==> config.mk <==
export PLATFORM = sky130hd
export DESIGN_NAME = logic_cmd_issuer
export DESIGN_NICKNAME = d
export VERILOG_FILES = /design/src/rtl/logic_unit_pkg.sv /design/src/rtl/logic_cmd_fifo.sv /design/src/rtl/logic_cmd_issuer.sv
export SDC_FILE = /design/constraint.sdc
export NUM_CORES = 1
export LEC_CHECK = 0
export CAP_MARGIN = 0
export CELL_PAD_IN_SITES_DETAIL_PLACEMENT = 0
export CELL_PAD_IN_SITES_GLOBAL_PLACEMENT = 1
export CORE_MARGIN = 2
export CORE_UTILIZATION = 53
export CTS_CLUSTER_SIZE = 20
export DETAILED_ROUTE_END_ITERATION = 8
export DONT_BUFFER_PORTS = 1
export MAX_ROUTING_LAYER = met4
export PLACE_DENSITY_LB_ADDON = 0.1
export REMOVE_ABC_BUFFERS = 1
export SLEW_MARGIN = 20
export SYNTH_ARGS = -nofsm -noshare
export SYNTH_HDL_FRONTEND = slang
export SYNTH_SLANG_ARGS = --single-unit
==> constraint.sdc <==
create_clock -name clk -period 2.4 [get_ports clk]
set_clock_uncertainty 0.2 [all_clocks]
set_input_delay 0.72 -clock clk [delete_from_list [all_inputs] [get_ports clk]]
set_output_delay 0.72 -clock clk [all_outputs]
set_load 0.01 [all_outputs]
==> src/rtl/logic_unit_pkg.sv <==
// Shared definitions for the logic-unit command issuer.
//   - Op codes understood by the 8-bit combinational logic unit.
//   - Issuer FSM state encoding.
//   - Packed command record stored in the command FIFO (18 bits).
//   - Helper that selects the b operand actually driven to the unit.
package logic_unit_pkg;

  localparam logic [1:0] OP_AND  = 2'b00;
  localparam logic [1:0] OP_OR   = 2'b01;
  localparam logic [1:0] OP_NOTA = 2'b10;
  localparam logic [1:0] OP_NAND = 2'b11;

  localparam int CMD_W = 18;

  typedef enum logic [1:0] {
    IDLE = 2'b00,
    WAIT = 2'b01,
    HOLD = 2'b10
  } issuer_state_t;

  typedef struct packed {
    logic [1:0] op;
    logic [7:0] a;
    logic [7:0] b;
  } cmd_t;

  // NOT a ignores b; drive a fixed zero so lu_b carries no stale operand.
  function automatic logic [7:0] drive_b(input cmd_t c);
    logic [7:0] r;
    if (c.op == OP_NOTA) begin
      r = 8'h00;
    end else begin
      r = c.b;
    end
    return r;
  endfunction

endpackage

==> src/rtl/logic_cmd_fifo.sv <==
// Command FIFO for the logic-unit issuer.
//   DEPTH x cmd_t storage, pointers carry an extra wrap bit to tell full from empty.
// Ports:
//   clk, rst_n  clock, async active-low reset (empties the FIFO)
//   push        write request; ignored while full
//   pop         read request; ignored while empty
//   wr_data     command written on push
//   rd_data     head command (valid while !empty)
//   full/empty  occupancy flags
module logic_cmd_fifo
  import logic_unit_pkg::*;
#(
  parameter int DEPTH = 4
) (
  input  logic clk,
  input  logic rst_n,
  input  logic push,
  input  logic pop,
  input  cmd_t wr_data,
  output cmd_t rd_data,
  output logic full,
  output logic empty
);

  localparam int AW = $clog2(DEPTH);

  logic [AW:0] wr_ptr;
  logic [AW:0] rd_ptr;
  cmd_t        mem [DEPTH];
  logic        do_push;
  logic        do_pop;

  assign do_push = push && !full;
  assign do_pop  = pop && !empty;

  assign empty   = (wr_ptr == rd_ptr);
  assign full    = (wr_ptr[AW] != rd_ptr[AW]) && (wr_ptr[AW-1:0] == rd_ptr[AW-1:0]);
  assign rd_data = mem[rd_ptr[AW-1:0]];

  // Pointer update; push and pop in the same cycle keep occupancy constant.
  always_ff @(posedge clk or negedge rst_n) begin
    if (!rst_n) begin
      wr_ptr <= {(AW+1){1'b0}};
      rd_ptr <= {(AW+1){1'b0}};
    end else begin
      if (do_push) begin
        wr_ptr <= wr_ptr + 1'b1;
      end
      if (do_pop) begin
        rd_ptr <= rd_ptr + 1'b1;
      end
    end
  end

  // Storage write; contents are don't-care until pointed at by a push.
  always_ff @(posedge clk) begin
    if (do_push) begin
      mem[wr_ptr[AW-1:0]] <= wr_data;
    end
  end

endmodule

==> src/rtl/logic_cmd_issuer.sv <==
// Initiator for the 8-bit combinational logic unit.
//   Queues commands, drives lu_a/lu_b/lu_ctrl from registers, waits SETTLE cycles,
//   captures lu_s and offers it on a valid/ready result channel, in command order.
// Ports:
//   clk, rst_n                     clock, async active-low reset
//   cmd_valid/cmd_ready            command handshake (cmd_ready = FIFO not full)
//   cmd_op, cmd_a, cmd_b           command payload
//   lu_a, lu_b, lu_ctrl            registered drive to the logic unit
//   lu_s                           logic unit result
//   res_valid/res_ready            result handshake
//   res_data, res_op               captured result and the op that produced it
//   busy                           work pending or in flight
//   ops_done                       results handed off, wrapping counter
module logic_cmd_issuer
  import logic_unit_pkg::*;
#(
  parameter int DEPTH  = 4,
  parameter int SETTLE = 1,
  parameter int CNT_W  = 16
) (
  input  logic             clk,
  input  logic             rst_n,
  input  logic             cmd_valid,
  output logic             cmd_ready,
  input  logic [1:0]       cmd_op,
  input  logic [7:0]       cmd_a,
  input  logic [7:0]       cmd_b,
  output logic [7:0]       lu_a,
  output logic [7:0]       lu_b,
  output logic [1:0]       lu_ctrl,
  input  logic [7:0]       lu_s,
  output logic             res_valid,
  input  logic             res_ready,
  output logic [7:0]       res_data,
  output logic [1:0]       res_op,
  output logic             busy,
  output logic [CNT_W-1:0] ops_done
);

  localparam int            SW       = (SETTLE < 2) ? 1 : $clog2(SETTLE + 1);
  localparam logic [SW-1:0] SETTLE_V = SW'(SETTLE);
  localparam logic [SW-1:0] CNT_ONE  = SW'(1);

  issuer_state_t state;
  issuer_state_t next_state;
  logic [SW-1:0] cnt;
  cmd_t          push_cmd;
  cmd_t          head;
  logic          fifo_full;
  logic          fifo_empty;
  logic          load;
  logic          capture;
  logic          handoff;

  assign push_cmd = '{op: cmd_op, a: cmd_a, b: cmd_b};

  logic_cmd_fifo #(
    .DEPTH (DEPTH)
  ) u_fifo (
    .clk     (clk),
    .rst_n   (rst_n),
    .push    (cmd_valid),
    .pop     (load),
    .wr_data (push_cmd),
    .rd_data (head),
    .full    (fifo_full),
    .empty   (fifo_empty)
  );

  assign cmd_ready = !fifo_full;
  assign busy      = (state != IDLE) || !fifo_empty;

  // FSM state register.
  always_ff @(posedge clk or negedge rst_n) begin
    if (!rst_n) begin
      state <= IDLE;
    end else begin
      state <= next_state;
    end
  end

  // FSM next-state logic.
  always_comb begin
    next_state = state;
    case (state)
      IDLE: begin
        if (!fifo_empty) begin
          next_state = WAIT;
        end else begin
          next_state = IDLE;
        end
      end
      WAIT: begin
        if (cnt == CNT_ONE) begin
          next_state = HOLD;
        end else begin
          next_state = WAIT;
        end
      end
      HOLD: begin
        if (res_valid && res_ready) begin
          if (!fifo_empty) begin
            next_state = WAIT;
          end else begin
            next_state = IDLE;
          end
        end else begin
          next_state = HOLD;
        end
      end
      default: next_state = IDLE;
    endcase
  end

  // FSM control strobes: load pops the head into lu_*, capture samples lu_s,
  // handoff retires the presented result.
  always_comb begin
    load    = 1'b0;
    capture = 1'b0;
    handoff = 1'b0;
    case (state)
      IDLE: begin
        if (!fifo_empty) begin
          load = 1'b1;
        end else begin
          load = 1'b0;
        end
      end
      WAIT: begin
        if (cnt == CNT_ONE) begin
          capture = 1'b1;
        end else begin
          capture = 1'b0;
        end
      end
      HOLD: begin
        if (res_valid && res_ready) begin
          handoff = 1'b1;
          load    = !fifo_empty;
        end else begin
          handoff = 1'b0;
        end
      end
      default: begin
        load    = 1'b0;
        capture = 1'b0;
        handoff = 1'b0;
      end
    endcase
  end

  // Logic-unit drive registers and settle counter; lu_* keep their value between ops.
  always_ff @(posedge clk or negedge rst_n) begin
    if (!rst_n) begin
      lu_a    <= 8'h00;
      lu_b    <= 8'h00;
      lu_ctrl <= 2'b00;
      cnt     <= {SW{1'b0}};
    end else begin
      if (load) begin
        lu_a    <= head.a;
        lu_b    <= drive_b(head);
        lu_ctrl <= head.op;
        cnt     <= SETTLE_V;
      end else if (state == WAIT) begin
        cnt <= cnt - 1'b1;
      end
    end
  end

  // Result registers; held stable while the consumer stalls.
  always_ff @(posedge clk or negedge rst_n) begin
    if (!rst_n) begin
      res_valid <= 1'b0;
      res_data  <= 8'h00;
      res_op    <= 2'b00;
    end else begin
      if (capture) begin
        res_valid <= 1'b1;
        res_data  <= lu_s;
        res_op    <= lu_ctrl;
      end else if (handoff) begin
        res_valid <= 1'b0;
      end
    end
  end

  // Handed-off result counter, wraps naturally at all-ones.
  always_ff @(posedge clk or negedge rst_n) begin
    if (!rst_n) begin
      ops_done <= {CNT_W{1'b0}};
    end else begin
      if (handoff) begin
        ops_done <= ops_done + 1'b1;
      end
    end
  end

endmodule

==> flow_metrics.env <==
export IMPL_layout_filler_cells=647
export IMPL_cap_viol_max_count=0
export IMPL_timing_max_slew_rel_slack=0.642
export IMPL_initial_util=0.544
export IMPL_post_dp_hpwl_um=5160
export IMPL_pre_cts_slack_ps=120
export IMPL_unrepaired_setup_endpoints_after_global_routing="true"
export IMPL_synth_top_flop_cell="sky130_fd_sc_hd__edfxtp_1"
export IMPL_synth_area_leader_cell="sky130_fd_sc_hd__edfxtp_1"
export IMPL_fmax_ghz=0.361
export IMPL_fp_dieArea_um2=10300
export IMPL_global_route_usage_total=0.184
export IMPL_outcome="complete, but fails checks"
export IMPL_io_buffers=0
export IMPL_fin_ws_ps=-367
export IMPL_power_switching_fraction=0.308
export IMPL_critical_path_startpoint_type="register"
export IMPL_top_level_pins=77
export IMPL_synth_common_cells="sky130_fd_sc_hd__edfxtp_1, sky130_fd_sc_hd__dfrtp_1, sky130_fd_sc_hd__mux2_2"
export IMPL_p_per_area_nw_per_um2=1370
export IMPL_synthDistinctLibCells=36
export IMPL_routability_driven_placement_congestion_ratio=0.752
export IMPL_dr_total_vias=2422
export IMPL_vias_per_cell=5.41
export IMPL_worst_hold_path_type="input pin to register"
export IMPL_postLayoutCoreUtil=0.645
export IMPL_clockPowerShare=0.273
export IMPL_drive_gt1_frac=0.263
export IMPL_ctsHtreeMaxLevel=4
export IMPL_worst_ir_drop_vdd_mv=0.601
export IMPL_area_of_the_core_um2=9240
export IMPL_cts_tree="yes"
export IMPL_clk_pin_slew_worst_paths_ps=60
export IMPL_num_rows=35
export IMPL_power_sequential_fraction=0.422
export IMPL_area_delta_synth_final_pct=18.4
export IMPL_drtAntennaViolNets=0
export IMPL_worst_slew_pin_transition_ps=535
export IMPL_drt_total_wl_um=8360
export IMPL_power_combinational_fraction=0.306
export IMPL_flop_and_latch_count_out_of_synthesis=126
export IMPL_synthesis_area_um2=5030
export IMPL_cts_root_to_sink_buffers=2
export IMPL_yosysTopAreaCellShare=0.430
export IMPL_final_min_clock_period_ps=2770
export IMPL_avgSynthCellArea_um2=18.4
export IMPL_drtPass1Iterations=4
export IMPL_synth_top_cells_by_area="sky130_fd_sc_hd__edfxtp_1, sky130_fd_sc_hd__dfrtp_1, sky130_fd_sc_hd__mux4_1"
export IMPL_worst_ep_required_time_ps=1480
export IMPL_crit_path_end_kind="output pin"
export IMPL_timing_final_crit_share=1.15
export IMPL_timing_final_hold_violations=0
export IMPL_clock_root_buffer="sky130_fd_sc_hd__clkbuf_8"
export IMPL_p_leak_nw=2.33
export IMPL_final_slew_violations=0
export IMPL_first_global_vias=2530
export IMPL_setup_violations=1
export IMPL_initial_antenna_violation_count=0
export IMPL_cts_sink_count=126
export IMPL_synth_sequential_area_ratio=0.698
export IMPL_number_of_enable_type_register_cells_in_the_synthesized_netlist=72
export IMPL_worstPathMaxFanout=2
export IMPL_wire_length_of_the_first_global_routing_pass_um=13100
export IMPL_finalNetCount=342
export IMPL_power_internal_mw=5.67
export IMPL_path_class="register to output pin"
export IMPL_avgRoutedWirePerCell_um=18.7
export IMPL_insertion_delay_ps=510
export IMPL_dr_first_iter_drc_count=109
export IMPL_antenna_diode_count=0
export IMPL_cp_data_arrival_time_ps=1850
export IMPL_grt_overflow_total=0
export IMPL_tritoncts_num_buffers=17
export IMPL_die_width_um=101
export IMPL_async_flop_share=0.429
export IMPL_failed_checks="negative setup slack"
export IMPL_post_dp_cell_area_um2=5300
export IMPL_post_synth_inst_count=273
export IMPL_design_area_final_um2=5960
export IMPL_grt_max_degree=55
export IMPL_ys_warnings_count=0
export IMPL_setup_tns_final_ps=-367
export IMPL_netSwitchingPower_mw=2.52
export IMPL_synth_most_common_cell="sky130_fd_sc_hd__edfxtp_1"
export IMPL_post_layout_total_power_mw=8.19
export IMPL_post_route_drc_count=0
export IMPL_die_height_um=101
sequential cells by signal (all words and copies together), names as in the netlist:
| signal | count |
|---|---|
| cnt | 1 |
| lu_a | 8 |
| lu_b | 8 |
| lu_ctrl | 2 |
| ops_done | 16 |
| res_data | 8 |
| res_op | 2 |
| res_valid | 1 |
| state | 2 |
| u_fifo.mem | 72 |
| u_fifo.rd_ptr | 3 |
| u_fifo.wr_ptr | 3 |
stage by stage:
stage               instances  hold slack, ps
floorplan                 265             224
global placement          411             226
detailed placement        411             226
CTS                       446            81.3
global route              448            74.6
finish                    448             101
layout make-up:
| cell class | instances | area, um^2 | area share |
|---|---|---|---|
| Multi-Input combinational cell | 129 | 1480 | 0.248 |
| Sequential cell | 126 | 3510 | 0.590 |
| Inverter | 10 | 37.5 | 0.00630 |
| Clock inverter | 10 | 91.3 | 0.0153 |
| Clock buffer | 22 | 433 | 0.0727 |
| Tap cell | 129 | 161 | 0.0271 |
| Timing Repair Buffer | 22 | 241 | 0.0405 |
logic make-up after synthesis:
kind of cell / count (synthesis) / synth area share
flip-flops: 126 / 0.698
AO/OA/AOI/OAI: 18 / 0.0328
multiplexers: 40 / 0.143
adder cells (fa/ha/maj): 6 / 0.0149
AND/OR/NAND/NOR: 41 / 0.0485
buffers and inverters: 18 / 0.0196
XOR/XNOR: 24 / 0.0433
power by group through the flow:
stage / combinational [mW] / sequential (mW) / clock (mW)
after global placement: 2.24 / 3.46 / 0
after detailed placement: 2.28 / 3.49 / 0
after global routing: 2.73 / 3.54 / 2.39
final: 2.50 / 3.45 / 2.23
after floorplan: 1.52 / 3.49 / 0
after CTS: 2.43 / 3.46 / 2.29
critical path: stages (launching register included):
cell and delay (ps):
sky130_fd_sc_hd__dfrtp_1 410, sky130_fd_sc_hd__xor2_2 190, sky130_fd_sc_hd__or3_4 390, sky130_fd_sc_hd__or3_4 360
placed cells by master (no fill, tap or decap), drive strengths merged, types with 8 or more instances in the layout:
cell type   n
clkbuf     22
inv        11
nor2        9
xnor2      12
buf        21
dfrtp      54
a22o        8
mux2       22
edfxtp     72
xor2       12
mux4       18
worst paths after layout:
| path | startpoint | depth (start not counted) | slack (ps) | to |
|---|---|---|---|---|
| max | u_fifo.wr_ptr[2]$_DFFE_PN0P_ | 3 | -370 | busy |
| max reg2reg | u_fifo.rd_ptr[1]$_DFFE_PN0P_ | 6 | 310 | u_fifo.mem[0][5]$_DFFE_PP_ |
| max in group asynchronous | rst_n | 2 | 1230 | lu_a[2]$_DFFE_PN0P_ |
| min in group asynchronous | rst_n | 2 | 530 | res_data[4]$_DFFE_PN0P_ |
| min reg2reg | u_fifo.rd_ptr[2]$_DFFE_PN0P_ | 1 | 320 | u_fifo.rd_ptr[2]$_DFFE_PN0P_ |
| min | cmd_op[1] | 0 | 100 | u_fifo.mem[2][17]$_DFFE_PP_ |
what timing repair did:
item / 4_1_cts / 5_1_grt
pin swaps: 0 / 3
gates resized for setup: 6 / 6
hold endpoints to repair: 54 / 0
setup buffers: 1 / 3
setup endpoints to repair: 2 / 2
hold buffers: 2 / 0
metal layers:
| metal | GRT usage | up-vias | wire (um) |
|---|---|---|---|
| met5 | - | - | 0 |
| met4 | 0.0759 | 0 | 87 |
| met3 | 0.0773 | 11 | 572 |
| met2 | 0.293 | 81 | 4300 |
| met1 | 0.205 | 1225 | 3400 |
| li1 | - | 1105 | - |
Power figures use the tool's default switching activity.
